<file path="src/rtl/cache_pkg.sv">
// Shared types and defaults for the cache sequencing controller.
package cache_pkg;

  localparam int ADDR_W_DEF = 32;
  localparam int DATA_W_DEF = 32;
  localparam int STAT_W_DEF = 16;

  localparam logic DIR_RD = 1'b0;
  localparam logic DIR_WR = 1'b1;

  typedef enum logic [2:0] {
    IDLE,
    COMPARE,
    WRITEBACK,
    ALLOCATE,
    RESP,
    FLUSH,
    FLUSH_ACK
  } state_e;

endpackage

</file>
<file path="src/rtl/cache_ctrl_fsm_if.sv">
// CPU, datapath and memory signals of the cache controller in one bundle.
interface cache_ctrl_fsm_if
  import cache_pkg::*;
#(
  parameter int ADDRESS_WIDTH = ADDR_W_DEF,
  parameter int DATA_WIDTH    = DATA_W_DEF,
  parameter int STAT_WIDTH    = STAT_W_DEF
);
  logic                     cpu_req_valid;
  logic                     cpu_req_ready;
  logic [ADDRESS_WIDTH-1:0] cpu_addr_in;
  logic [DATA_WIDTH-1:0]    cpu_wdata_in;
  logic                     cpu_rd_wr_in;
  logic                     cpu_resp_valid;
  logic                     cpu_resp_err;
  logic                     flush_req;
  logic                     flush_ack;
  logic [ADDRESS_WIDTH-1:0] cpu_addr;
  logic [DATA_WIDTH-1:0]    cpu_data_in;
  logic                     CPU_rd_wr;
  logic                     cache_enable;
  logic                     cache_writeback;
  logic                     cache_allocate;
  logic                     cache_flush;
  logic                     Cache_hit;
  logic                     Dirty_bit;
  logic                     flush_done;
  logic                     mem_req;
  logic                     mem_we;
  logic                     mem_ready;
  logic [STAT_WIDTH-1:0]    hit_count;
  logic [STAT_WIDTH-1:0]    miss_count;

  // master: the controller; slave: CPU, datapath and memory around it
  modport master (
    input  cpu_req_valid, cpu_addr_in, cpu_wdata_in, cpu_rd_wr_in, flush_req,
           Cache_hit, Dirty_bit, flush_done, mem_ready,
    output cpu_req_ready, cpu_resp_valid, cpu_resp_err, flush_ack, cpu_addr,
           cpu_data_in, CPU_rd_wr, cache_enable, cache_writeback, cache_allocate,
           cache_flush, mem_req, mem_we, hit_count, miss_count
  );

  modport slave (
    output cpu_req_valid, cpu_addr_in, cpu_wdata_in, cpu_rd_wr_in, flush_req,
           Cache_hit, Dirty_bit, flush_done, mem_ready,
    input  cpu_req_ready, cpu_resp_valid, cpu_resp_err, flush_ack, cpu_addr,
           cpu_data_in, CPU_rd_wr, cache_enable, cache_writeback, cache_allocate,
           cache_flush, mem_req, mem_we, hit_count, miss_count
  );
endinterface

</file>
<file path="src/rtl/cache_sat_counter.sv">
// Saturating up-counter with synchronous clear; sticks at all-ones.
module cache_sat_counter #(
  parameter int WIDTH = 16
) (
  input  logic             clk,
  input  logic             rst,
  input  logic             inc,
  input  logic             clr,
  output logic [WIDTH-1:0] count
);
  always_ff @(posedge clk or negedge rst) begin
    if (!rst)                       count <= '0;
    else if (clr)                   count <= '0;
    else if (inc && (count != '1))  count <= count + WIDTH'(1);
  end
endmodule

</file>
<file path="src/rtl/cache_ctrl_fsm.sv">
// Sequencing controller for a direct-mapped cache: hit/miss handling,
// write-back/refill memory handshake with timeout, flush arbitration, stats.
module cache_ctrl_fsm
  import cache_pkg::*;
#(
  parameter int ADDRESS_WIDTH  = ADDR_W_DEF,
  parameter int DATA_WIDTH     = DATA_W_DEF,
  parameter int TIMEOUT_CYCLES = 255,
  parameter int STAT_WIDTH     = STAT_W_DEF
) (
  input logic              clk,
  input logic              rst,
  cache_ctrl_fsm_if.master bus
);
  localparam int            TW     = $clog2(TIMEOUT_CYCLES + 1);
  localparam logic [TW-1:0] T_LAST = TW'(TIMEOUT_CYCLES - 1);

  state_e                   state, state_d;
  logic [ADDRESS_WIDTH-1:0] addr_q;
  logic [DATA_WIDTH-1:0]    data_q;
  logic                     dir_q;
  logic                     refilled_q;
  logic [TW-1:0]            tcnt;
  logic                     ready_q, resp_q, err_q, ack_q, flush_q, mem_req_q, mem_we_q;
  logic                     latch, to_err, refill_done, tmo;
  logic                     hit_inc, miss_inc;

  // Timeout fires on the TIMEOUT_CYCLES-th consecutive cycle without mem_ready
  assign tmo = !bus.mem_ready && (tcnt == T_LAST);

  always_comb begin
    state_d     = state;
    latch       = 1'b0;
    to_err      = 1'b0;
    refill_done = 1'b0;
    unique case (state)
      IDLE: begin
        if (bus.flush_req)          state_d = FLUSH;
        else if (bus.cpu_req_valid) begin
          state_d = COMPARE;
          latch   = 1'b1;
        end
      end
      COMPARE: begin
        if (bus.Cache_hit)   state_d = RESP;
        else if (refilled_q) begin
          state_d = RESP;
          to_err  = 1'b1;
        end
        else state_d = bus.Dirty_bit ? WRITEBACK : ALLOCATE;
      end
      WRITEBACK: begin
        if (bus.mem_ready) state_d = ALLOCATE;
        else if (tmo) begin
          state_d = RESP;
          to_err  = 1'b1;
        end
      end
      ALLOCATE: begin
        if (bus.mem_ready) begin
          state_d     = COMPARE;
          refill_done = 1'b1;
        end
        else if (tmo) begin
          state_d = RESP;
          to_err  = 1'b1;
        end
      end
      RESP:      state_d = IDLE;
      FLUSH:     if (bus.flush_done) state_d = FLUSH_ACK;
      FLUSH_ACK: state_d = IDLE;
      default:   state_d = IDLE;
    endcase
  end

  // Level/handshake outputs are registered as a decode of the next state
  always_ff @(posedge clk or negedge rst) begin
    if (!rst) begin
      state      <= IDLE;
      addr_q     <= '0;
      data_q     <= '0;
      dir_q      <= DIR_RD;
      refilled_q <= 1'b0;
      tcnt       <= '0;
      ready_q    <= 1'b1;
      resp_q     <= 1'b0;
      err_q      <= 1'b0;
      ack_q      <= 1'b0;
      flush_q    <= 1'b0;
      mem_req_q  <= 1'b0;
      mem_we_q   <= 1'b0;
    end else begin
      state     <= state_d;
      ready_q   <= (state_d == IDLE);
      resp_q    <= (state_d == RESP);
      err_q     <= (state_d == RESP) && to_err;
      ack_q     <= (state_d == FLUSH_ACK);
      flush_q   <= (state_d == FLUSH);
      mem_req_q <= (state_d == WRITEBACK) || (state_d == ALLOCATE);
      mem_we_q  <= (state_d == WRITEBACK);
      if (latch) begin
        addr_q <= bus.cpu_addr_in;
        data_q <= bus.cpu_wdata_in;
        dir_q  <= bus.cpu_rd_wr_in;
      end
      if (latch)            refilled_q <= 1'b0;
      else if (refill_done) refilled_q <= 1'b1;
      if (state_d != state) tcnt <= '0;
      else if ((state == WRITEBACK) || (state == ALLOCATE)) tcnt <= tcnt + TW'(1);
    end
  end

  assign bus.cpu_req_ready   = ready_q;
  assign bus.cpu_resp_valid  = resp_q;
  assign bus.cpu_resp_err    = err_q;
  assign bus.flush_ack       = ack_q;
  assign bus.cache_flush     = flush_q;
  assign bus.mem_req         = mem_req_q;
  assign bus.mem_we          = mem_we_q;
  assign bus.cpu_addr        = addr_q;
  assign bus.cpu_data_in     = data_q;
  assign bus.CPU_rd_wr       = dir_q;

  // Datapath strobes follow the same-cycle hit / memory completion
  assign bus.cache_enable    = (state == COMPARE)   && bus.Cache_hit;
  assign bus.cache_writeback = (state == WRITEBACK) && bus.mem_ready;
  assign bus.cache_allocate  = (state == ALLOCATE)  && bus.mem_ready;

  // A COMPARE after refill is the completing access, not a new lookup
  assign hit_inc  = (state == COMPARE) && bus.Cache_hit  && !refilled_q;
  assign miss_inc = (state == COMPARE) && !bus.Cache_hit && !refilled_q;

  cache_sat_counter #(.WIDTH(STAT_WIDTH)) u_hit_cnt (
    .clk(clk), .rst(rst), .inc(hit_inc), .clr(1'b0), .count(bus.hit_count)
  );

  cache_sat_counter #(.WIDTH(STAT_WIDTH)) u_miss_cnt (
    .clk(clk), .rst(rst), .inc(miss_inc), .clr(1'b0), .count(bus.miss_count)
  );
endmodule

</file>
<file path="src/flat_wrapper.sv">
// flat-port wrapper written by rule: the top's interface ports become plain ports
module cache_ctrl_fsm_flat import cache_pkg::*;
#(
  parameter int ADDRESS_WIDTH  = ADDR_W_DEF,
  parameter int DATA_WIDTH     = DATA_W_DEF,
  parameter int TIMEOUT_CYCLES = 255,
  parameter int STAT_WIDTH     = STAT_W_DEF
)
  (clk, rst, bus_cpu_req_valid, bus_cpu_addr_in, bus_cpu_wdata_in, bus_cpu_rd_wr_in, bus_flush_req, bus_Cache_hit, bus_Dirty_bit, bus_flush_done, bus_mem_ready, bus_cpu_req_ready, bus_cpu_resp_valid, bus_cpu_resp_err, bus_flush_ack, bus_cpu_addr, bus_cpu_data_in, bus_CPU_rd_wr, bus_cache_enable, bus_cache_writeback, bus_cache_allocate, bus_cache_flush, bus_mem_req, bus_mem_we, bus_hit_count, bus_miss_count);
  cache_ctrl_fsm_if #(.ADDRESS_WIDTH(ADDRESS_WIDTH), .DATA_WIDTH(DATA_WIDTH), .STAT_WIDTH(STAT_WIDTH)) bus_i ();
  input logic clk;
  input logic rst;
  input wire logic [$bits(bus_i.cpu_req_valid)-1:0] bus_cpu_req_valid;
  input wire logic [$bits(bus_i.cpu_addr_in)-1:0] bus_cpu_addr_in;
  input wire logic [$bits(bus_i.cpu_wdata_in)-1:0] bus_cpu_wdata_in;
  input wire logic [$bits(bus_i.cpu_rd_wr_in)-1:0] bus_cpu_rd_wr_in;
  input wire logic [$bits(bus_i.flush_req)-1:0] bus_flush_req;
  input wire logic [$bits(bus_i.Cache_hit)-1:0] bus_Cache_hit;
  input wire logic [$bits(bus_i.Dirty_bit)-1:0] bus_Dirty_bit;
  input wire logic [$bits(bus_i.flush_done)-1:0] bus_flush_done;
  input wire logic [$bits(bus_i.mem_ready)-1:0] bus_mem_ready;
  output wire logic [$bits(bus_i.cpu_req_ready)-1:0] bus_cpu_req_ready;
  output wire logic [$bits(bus_i.cpu_resp_valid)-1:0] bus_cpu_resp_valid;
  output wire logic [$bits(bus_i.cpu_resp_err)-1:0] bus_cpu_resp_err;
  output wire logic [$bits(bus_i.flush_ack)-1:0] bus_flush_ack;
  output wire logic [$bits(bus_i.cpu_addr)-1:0] bus_cpu_addr;
  output wire logic [$bits(bus_i.cpu_data_in)-1:0] bus_cpu_data_in;
  output wire logic [$bits(bus_i.CPU_rd_wr)-1:0] bus_CPU_rd_wr;
  output wire logic [$bits(bus_i.cache_enable)-1:0] bus_cache_enable;
  output wire logic [$bits(bus_i.cache_writeback)-1:0] bus_cache_writeback;
  output wire logic [$bits(bus_i.cache_allocate)-1:0] bus_cache_allocate;
  output wire logic [$bits(bus_i.cache_flush)-1:0] bus_cache_flush;
  output wire logic [$bits(bus_i.mem_req)-1:0] bus_mem_req;
  output wire logic [$bits(bus_i.mem_we)-1:0] bus_mem_we;
  output wire logic [$bits(bus_i.hit_count)-1:0] bus_hit_count;
  output wire logic [$bits(bus_i.miss_count)-1:0] bus_miss_count;
  assign bus_i.cpu_req_valid = bus_cpu_req_valid;
  assign bus_i.cpu_addr_in = bus_cpu_addr_in;
  assign bus_i.cpu_wdata_in = bus_cpu_wdata_in;
  assign bus_i.cpu_rd_wr_in = bus_cpu_rd_wr_in;
  assign bus_i.flush_req = bus_flush_req;
  assign bus_i.Cache_hit = bus_Cache_hit;
  assign bus_i.Dirty_bit = bus_Dirty_bit;
  assign bus_i.flush_done = bus_flush_done;
  assign bus_i.mem_ready = bus_mem_ready;
  assign bus_cpu_req_ready = bus_i.cpu_req_ready;
  assign bus_cpu_resp_valid = bus_i.cpu_resp_valid;
  assign bus_cpu_resp_err = bus_i.cpu_resp_err;
  assign bus_flush_ack = bus_i.flush_ack;
  assign bus_cpu_addr = bus_i.cpu_addr;
  assign bus_cpu_data_in = bus_i.cpu_data_in;
  assign bus_CPU_rd_wr = bus_i.CPU_rd_wr;
  assign bus_cache_enable = bus_i.cache_enable;
  assign bus_cache_writeback = bus_i.cache_writeback;
  assign bus_cache_allocate = bus_i.cache_allocate;
  assign bus_cache_flush = bus_i.cache_flush;
  assign bus_mem_req = bus_i.mem_req;
  assign bus_mem_we = bus_i.mem_we;
  assign bus_hit_count = bus_i.hit_count;
  assign bus_miss_count = bus_i.miss_count;
  cache_ctrl_fsm #(.ADDRESS_WIDTH(ADDRESS_WIDTH), .DATA_WIDTH(DATA_WIDTH), .TIMEOUT_CYCLES(TIMEOUT_CYCLES), .STAT_WIDTH(STAT_WIDTH)) u_core (.clk(clk), .rst(rst), .bus(bus_i));
endmodule
</file>
<file path="config.mk">
export PLATFORM = sky130hd
export DESIGN_NAME = cache_ctrl_fsm_flat
export DESIGN_NICKNAME = d
export VERILOG_FILES = /design/src/rtl/cache_pkg.sv /design/src/rtl/cache_ctrl_fsm_if.sv /design/src/rtl/cache_sat_counter.sv /design/src/rtl/cache_ctrl_fsm.sv /design/src/flat_wrapper.sv
export SDC_FILE = /design/constraint.sdc
export NUM_CORES = 1
export LEC_CHECK = 0
export BUFFER_PORTS_ARGS = -buffer_cell sky130_fd_sc_hd__buf_2
export CAP_MARGIN = 20
export CORE_ASPECT_RATIO = 0.75
export CORE_MARGIN = 4
export CORE_UTILIZATION = 55
export CTS_BUF_LIST = sky130_fd_sc_hd__clkbuf_8
export CTS_CLUSTER_SIZE = 40
export DETAILED_ROUTE_END_ITERATION = 10
export PLACE_DENSITY = 0.85
export REMOVE_ABC_BUFFERS = 1
export SYNTH_ARGS = -nofsm -noshare
export SYNTH_HDL_FRONTEND = slang
export SYNTH_SLANG_ARGS = --single-unit
export TNS_END_PERCENT = 20
</file>
<file path="constraint.sdc">
create_clock -name clk -period 3.5 [get_ports clk]
set_input_delay 0.525 -clock clk [delete_from_list [all_inputs] [get_ports clk]]
set_output_delay 0.525 -clock clk [all_outputs]
set_load 0.02 [all_outputs]
</file>
## Yosys cells after proc, flatten, opt, wreduce, memory -nomap -nowiden

Index checks and enable logic that the tools add are counted.

| word-level totals | value |
|---|---|
| memory bits (writable) | 0 |
| flip-flop bits (word level) | 116 |
| latch bits | 0 |
| memory bits (read-only) | 0 |
| input bits | 73 |
| memories kept | 0 |
| output and inout bits | 107 |
| word-level logic and storage cells | 75 |

| operators by class | value |
|---|---|
| $mul | 0 |
| divide/modulo/power cells | 0 |
| multiplexer cells | 24 |
| reduce and logical (&&, ||, !) cells | 20 |
| shift-type cells | 0 |
| bitwise operators | 0 |
| add/sub/neg operators | 3 |
| equality and inequality tests | 13 |
| $lt $le $gt $ge | 0 |

Operator list:

| operator | number |
|---|---|
| adder 16 x 1 -> 16 bit (second input constant) | 2 |
| inequality test 16 bit (second input constant) | 2 |
| two-way mux 3 bit | 8 |
| two-way mux 8 bit | 2 |
| one-hot mux 3 bit (5 select lines) | 1 |
| equality test 3 x 2 -> 1 bit (second input constant) | 4 |
| equality test 3 bit (second input constant) | 4 |
| two-way mux 1 bit | 12 |
| logical AND 1 bit | 10 |
| adder 8 x 1 -> 8 bit (second input constant) | 1 |
| equality test 8 bit (second input constant) | 1 |
| logical NOT 3 bit | 2 |
| nonzero test 2 bit | 2 |
| equality test 3 x 1 -> 1 bit (second input constant) | 1 |
| logical NOT 1 bit | 3 |
| inequality test 3 bit | 1 |
| logical OR 1 bit | 2 |
| one-hot mux 1 bit (2 select lines) | 1 |
| OR reduction 2 bit | 1 |

## Depth between registers and ports, before layout

Gate-level depths: netlist (run 1).

| depth | value |
|---|---|
| word-level depth | 7 |
| mapped depth | 6 |
| gate-level depth less buffers | 6 |

## Hierarchy

A second synthesis (run 1) with hierarchy kept.

| second synthesis, totals | value |
|---|---|
| cell total of the unflattened synthesis | 428 |
| area total of the unflattened synthesis | 5,398.9 um^2 |

Modules (own cells, without submodules):

| module | times used | sequential area each (um^2) | area an instance (um^2) | cells each |
|---|---|---|---|---|
| cache_ctrl_fsm | 1 | 2,103.3 | 3,514.6 | 232 |
| cache_sat_counter | 2 | 400.4 | 942.2 | 98 |

## Least setup slack after synthesis (run 1)

Ideal clock, no wire load.

| timing | value |
|---|---|
| path type | input to register |
| start | input bus_cpu_req_valid |
| end | register u_core.dir_q (netlist: u_core.bus.CPU_rd_wr) |
| required time | 3.375 ns |
| setup slack | 1.579 ns |
| path buffers | 2 |
| arrival time | 1.796 ns |
| stages on the path | 5 |
| library setup time | 0.125 ns |
| cell sequence | or4b_1 -> nor2_1 -> buf_4 -> buf_6 -> mux2_2 |

| between the ends | value |
|---|---|
| longest elaborated chain between the ends | 3 |

Ends and longest elaborated chain:

| element | line | text |
|---|---|---|
| start, declared | flat_wrapper.sv:13 | `input wire logic [$bits(bus_i.cpu_req_valid)-1:0] bus_cpu_req_valid;` |
| two-way mux 1 bit | cache_ctrl_fsm.sv:39 | `else if (bus.cpu_req_valid) begin` |
| two-way mux 1 bit | cache_ctrl_fsm.sv:38 | `if (bus.flush_req) state_d = FLUSH;` |
| two-way mux 1 bit | cache_ctrl_fsm.sv:36 | `unique case (state)` |
| end signal, assigned | cache_ctrl_fsm.sv:104 | `dir_q <= bus.cpu_rd_wr_in;` |
| end, declared | cache_ctrl_fsm.sv:21 | `logic dir_q;` |

No other way between the ends.
A chain may end at the register's enable or synchronous reset.

## Final worst setup path (run 1)

| timing | value |
|---|---|
| start | register u_core.state[2] |
| end | register u_core.addr_q[11] (netlist: u_core.bus.cpu_addr[11]) |

| between the ends | value |
|---|---|
| longest elaborated chain between the ends | 2 |

Ends and longest elaborated chain:

| element | line | text |
|---|---|---|
| start, declared | cache_ctrl_fsm.sv:18 | `state_e state, state_d;` |
| start signal, assigned | cache_ctrl_fsm.sv:93 | `state <= state_d;` |
| logical NOT 3 bit | cache_ctrl_fsm.sv:36 |  |
| two-way mux 1 bit | cache_ctrl_fsm.sv:36 |  |
| end signal, assigned | cache_ctrl_fsm.sv:102 | `addr_q <= bus.cpu_addr_in;` |
| end, declared | cache_ctrl_fsm.sv:19 | `logic [ADDRESS_WIDTH-1:0] addr_q;` |

No other way between the ends.

==> results of run 1 <==
## path summary, 6_finish.rpt
check                                            from                     endpoint  slack, ns  cells after the start
max reg2reg                           u_core.state[2]      u_core.bus.cpu_addr[11]       0.84                      4
max                                   u_core.state[2]      u_core.bus.cpu_addr[11]       0.84                      4
min reg2reg                u_core.u_hit_cnt.count[15]   u_core.u_hit_cnt.count[15]       0.49                      1
min in group clk                  bus_cpu_wdata_in[0]    u_core.bus.cpu_data_in[0]       0.32                      2
min                                               rst  u_core.u_miss_cnt.count[11]       0.17                      1
max in group asynchronous                         rst   u_core.bus.cpu_data_in[18]       2.55                      2
## per-layer routing
| layer | up-vias | share of wire, % | GRT usage (%) |
|---|---|---|---|
| li1 | 1800 | - | - |
| met1 | 1965 | 41 | 29.8 |
| met2 | 159 | 50 | 38.5 |
| met3 | 26 | 7.6 | 8.47 |
| met4 | 0 | 1.9 | 7.52 |
| met5 | - | 0 | 0 |
## cell usage in the layout, fill, tap and decap left out, types with 3 or more instances in the layout
cell type	Yosys	final
inv_1	8	9
nand4_1	11	11
and4_1	3	3
xor2_1	19	19
clkbuf_8	0	18
bufinv_16	0	4
nor4_1	7	7
nand3_1	16	16
nor3_1	8	8
xnor2_1	13	13
nor2_1	14	13
ha_1	4	4
dfrtp_1	115	115
a21oi_1	12	12
buf_4	1	3
nand2_1	17	17
and3_1	4	4
nand2b_1	4	4
and2_1	3	3
a211oi_1	12	12
o21ai_0	3	3
or3_1	3	3
buf_2	3	178
mux2_2	69	69
clkinvlp_4	0	5
clkinv_2	0	3
## power by group
| part | switching (µW) | internal [µW] |
|---|---|---|
| Clock | 545 | 789 |
| Sequential | 330 | 1820 |
| Combinational | 1240 | 828 |
| Total | 2120 | 3430 |
## stage by stage
step	TNS, ns	hold WS [ns]	util, %	total power (µW)	cells
2_1_floorplan	-56.96	0.229	-	3430	379
3_3_place_gp	0	0.479	67.3	4130	689
3_5_place_dp	0	0.476	67.3	4240	689
4_1_cts	0	0.199	72.1	5580	721
5_1_grt	0	0.231	72.1	5850	721
6_report	0	0.170	72.1	5550	721
## sequential cells by signal (all words and copies together), names as in the netlist
| register | flops |
|---|---|
| u_core.bus.cpu_addr | 32 |
| u_core.bus.cpu_data_in | 32 |
| u_core.u_hit_cnt.count | 16 |
| u_core.u_miss_cnt.count | 16 |
| u_core.tcnt | 8 |
| u_core.state | 3 |
| u_core.bus.CPU_rd_wr | 1 |
| u_core.bus.cache_flush | 1 |
| u_core.bus.cpu_req_ready | 1 |
| u_core.bus.cpu_resp_err | 1 |
| u_core.bus.cpu_resp_valid | 1 |
| u_core.bus.flush_ack | 1 |
| u_core.bus.mem_req | 1 |
| u_core.bus.mem_we | 1 |
| u_core.refilled_q | 1 |
## cells by family after synthesis
logic type	after synthesis	share of synthesized area (%)
compound gates	41	5.70
buf+inv	22	2.65
simple gates	108	12.7
xor+xnor	32	5.50
flops	116	57.0
fa+ha+maj	4	0.983
mux	70	15.5
## final cells by class
type                            count  area (µm²)
Clock buffer                       18         248
Clock inverter                     14         185
Fill cell                         595        2520
Inverter                            8        30.0
Multi-Input combinational cell    255        2060
Sequential cell                   116        2900
Tap cell                          128         160
Timing Repair Buffer              182         933
## critical path: cells and delay by family, from the launching register on
| family | cells | cell delay [ns] |
|---|---|---|
| buffers and inverters | 1 | 0.44 |
| flip-flops | 1 | 0.52 |
| multiplexers | 1 | 0.39 |
| AND/OR/NAND/NOR | 2 | 1.18 |
==> results.py, run 1 <==
metrics = {
    "status": {
        "outcome": "finished clean",
    },
    "detailed_routing": {
        "drtIter0Drc": 300,
        "wl_um": 12500,
        "via_count": 3950,
        "vias_per_cell": 5.48,
        "firstDrtPassIters": 4,
        "drc": 0,
        "avgRoutedWirePerCell_um": 17.3,
        "ant_nets": 0,
    },
    "synth": {
        "synth_commonest_cells": "115 x dfrtp_1, 69 x mux2_2, 19 x xor2_1, 17 x nand2_1, 16 x nand3_1",
        "ys_seq_area_share_pct": 57.0,
        "yosysWarnings": 0,
        "ys_types": 51,
        "synth_ff_type": "dfrtp_1",
        "synth_area_leaders": "dfrtp_1 56%, mux2_2 15%, xor2_1 3.3%, xnor2_1 2.2%, a211oi_1 1.8%",
        "yosysTopAreaCell": "dfrtp_1",
        "syn_area_mm2": 0.00509,
        "yosysMostFrequentCell": "dfrtp_1",
        "async_flop_share_pct": 100,
        "netlist_instances": 393,
        "synth_edf_count": 0,
        "synth_area_per_cell_um2": 13.0,
        "synth_top_area_share_pct": 56.5,
        "synth_seq_cells": 116,
    },
    "critical_path": {
        "cp_max_fo": 27,
        "crit_path_end_kind": "flip-flop",
        "critPathKind": "flip-flop to flip-flop",
        "critPathLaunchType": "flip-flop",
        "crit_path_top_delay_cell": "or4b_1",
        "crit_path_cell_trace": "or4b_1 > nor2_4 > buf_4 > mux2_2",
        "critPathMaxStageDelay_ns": 0.67,
        "worstPathArrival_ns": 2.97,
        "cp.required_ns": 3.81,
    },
    "clock_network": {
        "root_buffer": "clkbuf_8",
        "numCtsBuffers": 17,
        "cts_tree": "yes",
        "cts-resized-gates": 0,
        "clk_latency_ns": 0.43,
        "h-tree-depth": 4,
        "hold_buffers": 0,
        "clkTransAtPathRegs_ns": 0.07,
        "clockBufferDepth": 2,
        "clock_sinks": 116,
        "postCtsSetupBuffers": 0,
    },
    "placement": {
        "dp_slack_ns": 0.871,
        "place_area_mm2": 0.00609,
        "port_buffers": 179,
        "dp_hpwl_um": 9390,
        "gp_congestion": 0.869,
    },
    "finish": {
        "nets": 657,
        "diodes": 0,
        "finish.instance_area_mm2": 0.00652,
        "area_delta_synth_final_pct": 28.1,
        "drive_gt1_share_pct": 50.3,
    },
    "die": {
        "die_h_um": 91.3,
        "start_util_pct": 56.3,
        "die-area_mm2": 0.0109,
        "ioPinCount": 180,
        "die_x_um": 119,
        "core-area_mm2": 0.00905,
        "fp-row-count": 30,
    },
    "sta": {
        "fmax_mhz": 377,
        "slew_headroom_pct": 38.9,
        "setup_viol": 0,
        "fin_skew_ns": 0.0118,
        "period_minus_slack_ns": 2.66,
        "worst_pin_slew_ns": 0.908,
        "rsz0062_at_grt": "false",
        "period_share_pct": 75.9,
        "setup_slack_ns": 0.845,
        "finalHoldViolCount": 0,
        "final_max_slew_viol_count": 0,
    },
    "min_path": {
        "worstHoldPathType": "primary input to async pin",
    },
    "global_route": {
        "grt_first_pass_wirelength_um": 20400,
        "grt_max_degree": 63,
        "grt_pass1_vias": 3945,
        "grt_antenna_before_repair": 0,
        "grt.overflow.total": 0,
        "track_usage_pct": 23.7,
    },
    "power": {
        "p_per_area_mw_per_mm2": 851,
        "max-vdd-ir-drop_uv": 399,
        "p_leak_uw": 0.00317,
    },
    "job": {
        "maxCapViolCount": 0,
    },
}
Note: power is estimated with default switching activity, not from simulation.
==> run 2: changes to the inputs <==
--- a/config.mk
+++ b/config.mk
@@ -5,15 +5,16 @@
 export SDC_FILE = /design/constraint.sdc
 export NUM_CORES = 1
 export LEC_CHECK = 0
+export ABC_AREA = 1
 export BUFFER_PORTS_ARGS = -buffer_cell sky130_fd_sc_hd__buf_2
 export CAP_MARGIN = 20
 export CORE_ASPECT_RATIO = 0.75
 export CORE_MARGIN = 4
-export CORE_UTILIZATION = 55
+export CORE_UTILIZATION = 47
 export CTS_BUF_LIST = sky130_fd_sc_hd__clkbuf_8
 export CTS_CLUSTER_SIZE = 40
 export DETAILED_ROUTE_END_ITERATION = 10
-export PLACE_DENSITY = 0.85
+export PLACE_DENSITY = 0.76
 export REMOVE_ABC_BUFFERS = 1
 export SYNTH_ARGS = -nofsm -noshare
 export SYNTH_HDL_FRONTEND = slang
==> constraint.sdc (replaced) <==
create_clock -name clk -period 2.3 [get_ports clk]
set_input_delay 0.345 -clock clk [delete_from_list [all_inputs] [get_ports clk]]
set_output_delay 0.345 -clock clk [all_outputs]
set_load 0.02 [all_outputs]
==> results.py, run 2 <==
metrics = {
    "status": {
        "outcome": "finished clean",
    },
    "sta": {
        "fin_skew_ns": 0.0112,
        "tns_ns": 0,
        "setup_slack_ns": 0.342,
        "worst_pin_slew_ns": 0.596,
        "fmax_mhz": 511,
        "period_minus_slack_ns": 1.96,
        "rsz0062_at_grt": "false",
        "finalHoldViolCount": 0,
        "period_share_pct": 85.1,
        "final_max_slew_viol_count": 0,
        "setup_viol": 0,
        "slew_headroom_pct": 59.9,
    },
    "power": {
        "p_per_area_mw_per_mm2": 1250,
        "max-vdd-ir-drop_uv": 699,
        "intPower_uw": 4860,
        "power.switching_uw": 3560,
        "p_clk_share_pct": 21.9,
        "finalPower_uw": 8420,
        "comb_power_share_pct": 39.0,
        "p_leak_uw": 0.00374,
        "swShare_pct": 42.3,
        "seq_power_share_pct": 39.1,
    },
    "synth": {
        "yosysWarnings": 0,
        "ys_types": 31,
        "synth_commonest_cells": "280 x nand2_1, 115 x dfrtp_1, 45 x nor2_1, 38 x inv_1, 24 x xor2_1",
        "async_flop_share_pct": 100,
        "ys_seq_area_share_pct": 54.8,
        "synth_top_area_share_pct": 54.3,
        "synth_ff_type": "dfrtp_1",
        "syn_area_mm2": 0.00530,
        "synth_edf_count": 0,
        "synth_seq_cells": 116,
        "synth_area_per_cell_um2": 8.52,
        "yosysTopAreaCell": "dfrtp_1",
        "synth_area_leaders": "dfrtp_1 54%, nand2_1 20%, xor2_1 4.0%, nor2_1 3.2%, inv_1 2.7%",
        "netlist_instances": 622,
        "yosysMostFrequentCell": "nand2_1",
    },
    "critical_path": {
        "critPathKind": "flip-flop to output port",
        "r2r_end": "u_core.u_miss_cnt.count[7]",
        "path_buf_inv": 2,
        "cpLargestDelayFamily": "flip-flops",
        "crit_path_cell_trace": "inv_2 > nand2_2 > nor3_1 > buf_2",
        "reg2reg_from": "u_core.state[2]",
        "cp_num_cells": 4,
        "crit_path_end_kind": "output port",
        "cp.required_ns": 1.96,
        "critPathMaxStageDelay_ns": 0.41,
        "r2r_cells": 8,
        "crit_path_top_delay_cell": "dfrtp_1",
        "worstPathArrival_ns": 1.61,
        "regToRegSetupSlack_ns": 0.54,
        "critPathLaunchType": "flip-flop",
        "cp_max_fo": 5,
    },
    "min_path": {
        "worstHoldPathType": "primary input to flip-flop",
        "holdCritStartpoint": "bus_cpu_wdata_in[31]",
        "holdPathEnd": "u_core.bus.cpu_data_in[31]",
        "hold_depth": 3,
    },
    "clock_network": {
        "cts_tree": "yes",
        "numCtsBuffers": 17,
        "clk_latency_ns": 0.43,
        "postCtsSetupBuffers": 0,
        "hold_buffers": 1,
        "h-tree-depth": 4,
        "cts-resized-gates": 0,
        "root_buffer": "clkbuf_8",
        "clockBufferDepth": 2,
        "clkTransAtPathRegs_ns": 0.07,
        "clock_sinks": 116,
    },
    "detailed_routing": {
        "wl_um": 13300,
        "wl_met3_um": 1210,
        "drtIter0Drc": 282,
        "wl_met1_um": 5830,
        "wl_met2_um": 6130,
        "drc": 0,
        "ant_nets": 0,
        "top_layer": "met4",
        "via_count": 4735,
        "vias_per_cell": 4.92,
        "firstDrtPassIters": 5,
        "avgRoutedWirePerCell_um": 13.9,
    },
    "finish": {
        "final_common_cell": "nand2_1",
        "diodes": 0,
        "finish.instance_area_mm2": 0.00672,
        "drive_gt1_share_pct": 29.4,
        "area_delta_synth_final_pct": 26.8,
        "layout.cells.non_filler": 963,
        "nets": 887,
        "layout_common_cells": "280 x nand2_1, 178 x buf_2, 115 x dfrtp_1",
    },
    "die": {
        "die_x_um": 131,
        "ioPinCount": 180,
        "core-area_mm2": 0.0110,
        "die-area_mm2": 0.0130,
        "fp-row-count": 33,
        "die_h_um": 99.9,
        "start_util_pct": 48.2,
    },
    "placement": {
        "port_buffers": 179,
        "place_area_mm2": 0.00630,
        "dp_slack_ns": 0.451,
        "dp_hpwl_um": 9690,
        "gp_congestion": 0.946,
        "place_inst": 929,
    },
    "global_route": {
        "grt_first_pass_wirelength_um": 21700,
        "grt_antenna_before_repair": 0,
        "grt_max_degree": 67,
        "track_usage_pct": 21.1,
        "grt.overflow.total": 0,
        "grt_pass1_vias": 4529,
    },
    "job": {
        "maxCapViolCount": 0,
    },
}
[run 2: layout make-up]
type                            count  area (µm²)
Multi-Input combinational cell    445        2090
Tap cell                          140         175
Inverter                           45         171
Clock buffer                       20         275
Fill cell                         960        4270
Timing Repair Buffer              185         983
Clock inverter                     12         114
Sequential cell                   116        2900
[run 2: cells by family (layout without fill, tap and decap cells)]
| kind of cell | count (synthesis) | in the layout | share of synthesized area (%) |
|---|---|---|---|
| AOI/OAI and AO/OA | 21 | 21 | 2.53 |
| xor gates and xnor gates | 33 | 33 | 5.46 |
| adders and majority gates | 4 | 4 | 0.945 |
| buffers and inverters | 61 | 262 | 5.79 |
| DFF | 116 | 116 | 54.8 |
| and+or+nand+nor | 387 | 387 | 30.5 |
[run 2: layer usage]
layer	track usage (%)	vias up
li1	-	2295
met1	28.2	2216
met2	33.2	208
met3	6.28	16
met4	7.04	0
met5	0	-
[run 2: how the worst max path moves through the flow]
stage,slack [ns],from,endpoint
after floorplan,-1.50,u_core.state[0],u_core.bus.CPU_rd_wr
after global placement,0.56,u_core.state[0],u_core.bus.CPU_rd_wr
after detailed placement,0.45,u_core.state[0],u_core.bus.cpu_data_in[0]
after CTS,0.33,u_core.state[2],bus_cache_allocate
after global routing,0.22,u_core.state[2],bus_cache_allocate
final,0.34,u_core.state[2],bus_cache_allocate
[run 2: worst register-to-register path, cell delays in order (launching register included)]
cell and delay, ns:
dfrtp_1 0.41, inv_2 0.13, nand3_2 0.16, nor2_2 0.20
nand2_2 0.17, inv_2 0.23, nand2_1 0.14, o21ai_1 0.15
nand2_1 0.06
[run 2: metrics by stage]
step	hold WS [ns]	util [%]
global placement	0.311	57.3
global route	0.0775	61.1
CTS	0.0739	61.0
finish	0.108	61.1
detailed placement	0.314	57.3
floorplan	0.0494	-
[run 2: power by group through the flow]
stage / Sequential, µW / Clock (µW) / Combinational (µW)
detailed placement: 3290 / 0 / 3320
floorplan: 4100 / 0 / 1260
finish: 3290 / 1840 / 3290
global placement: 3280 / 0 / 3210
global route: 3390 / 1980 / 3620
CTS: 3280 / 1900 / 3310
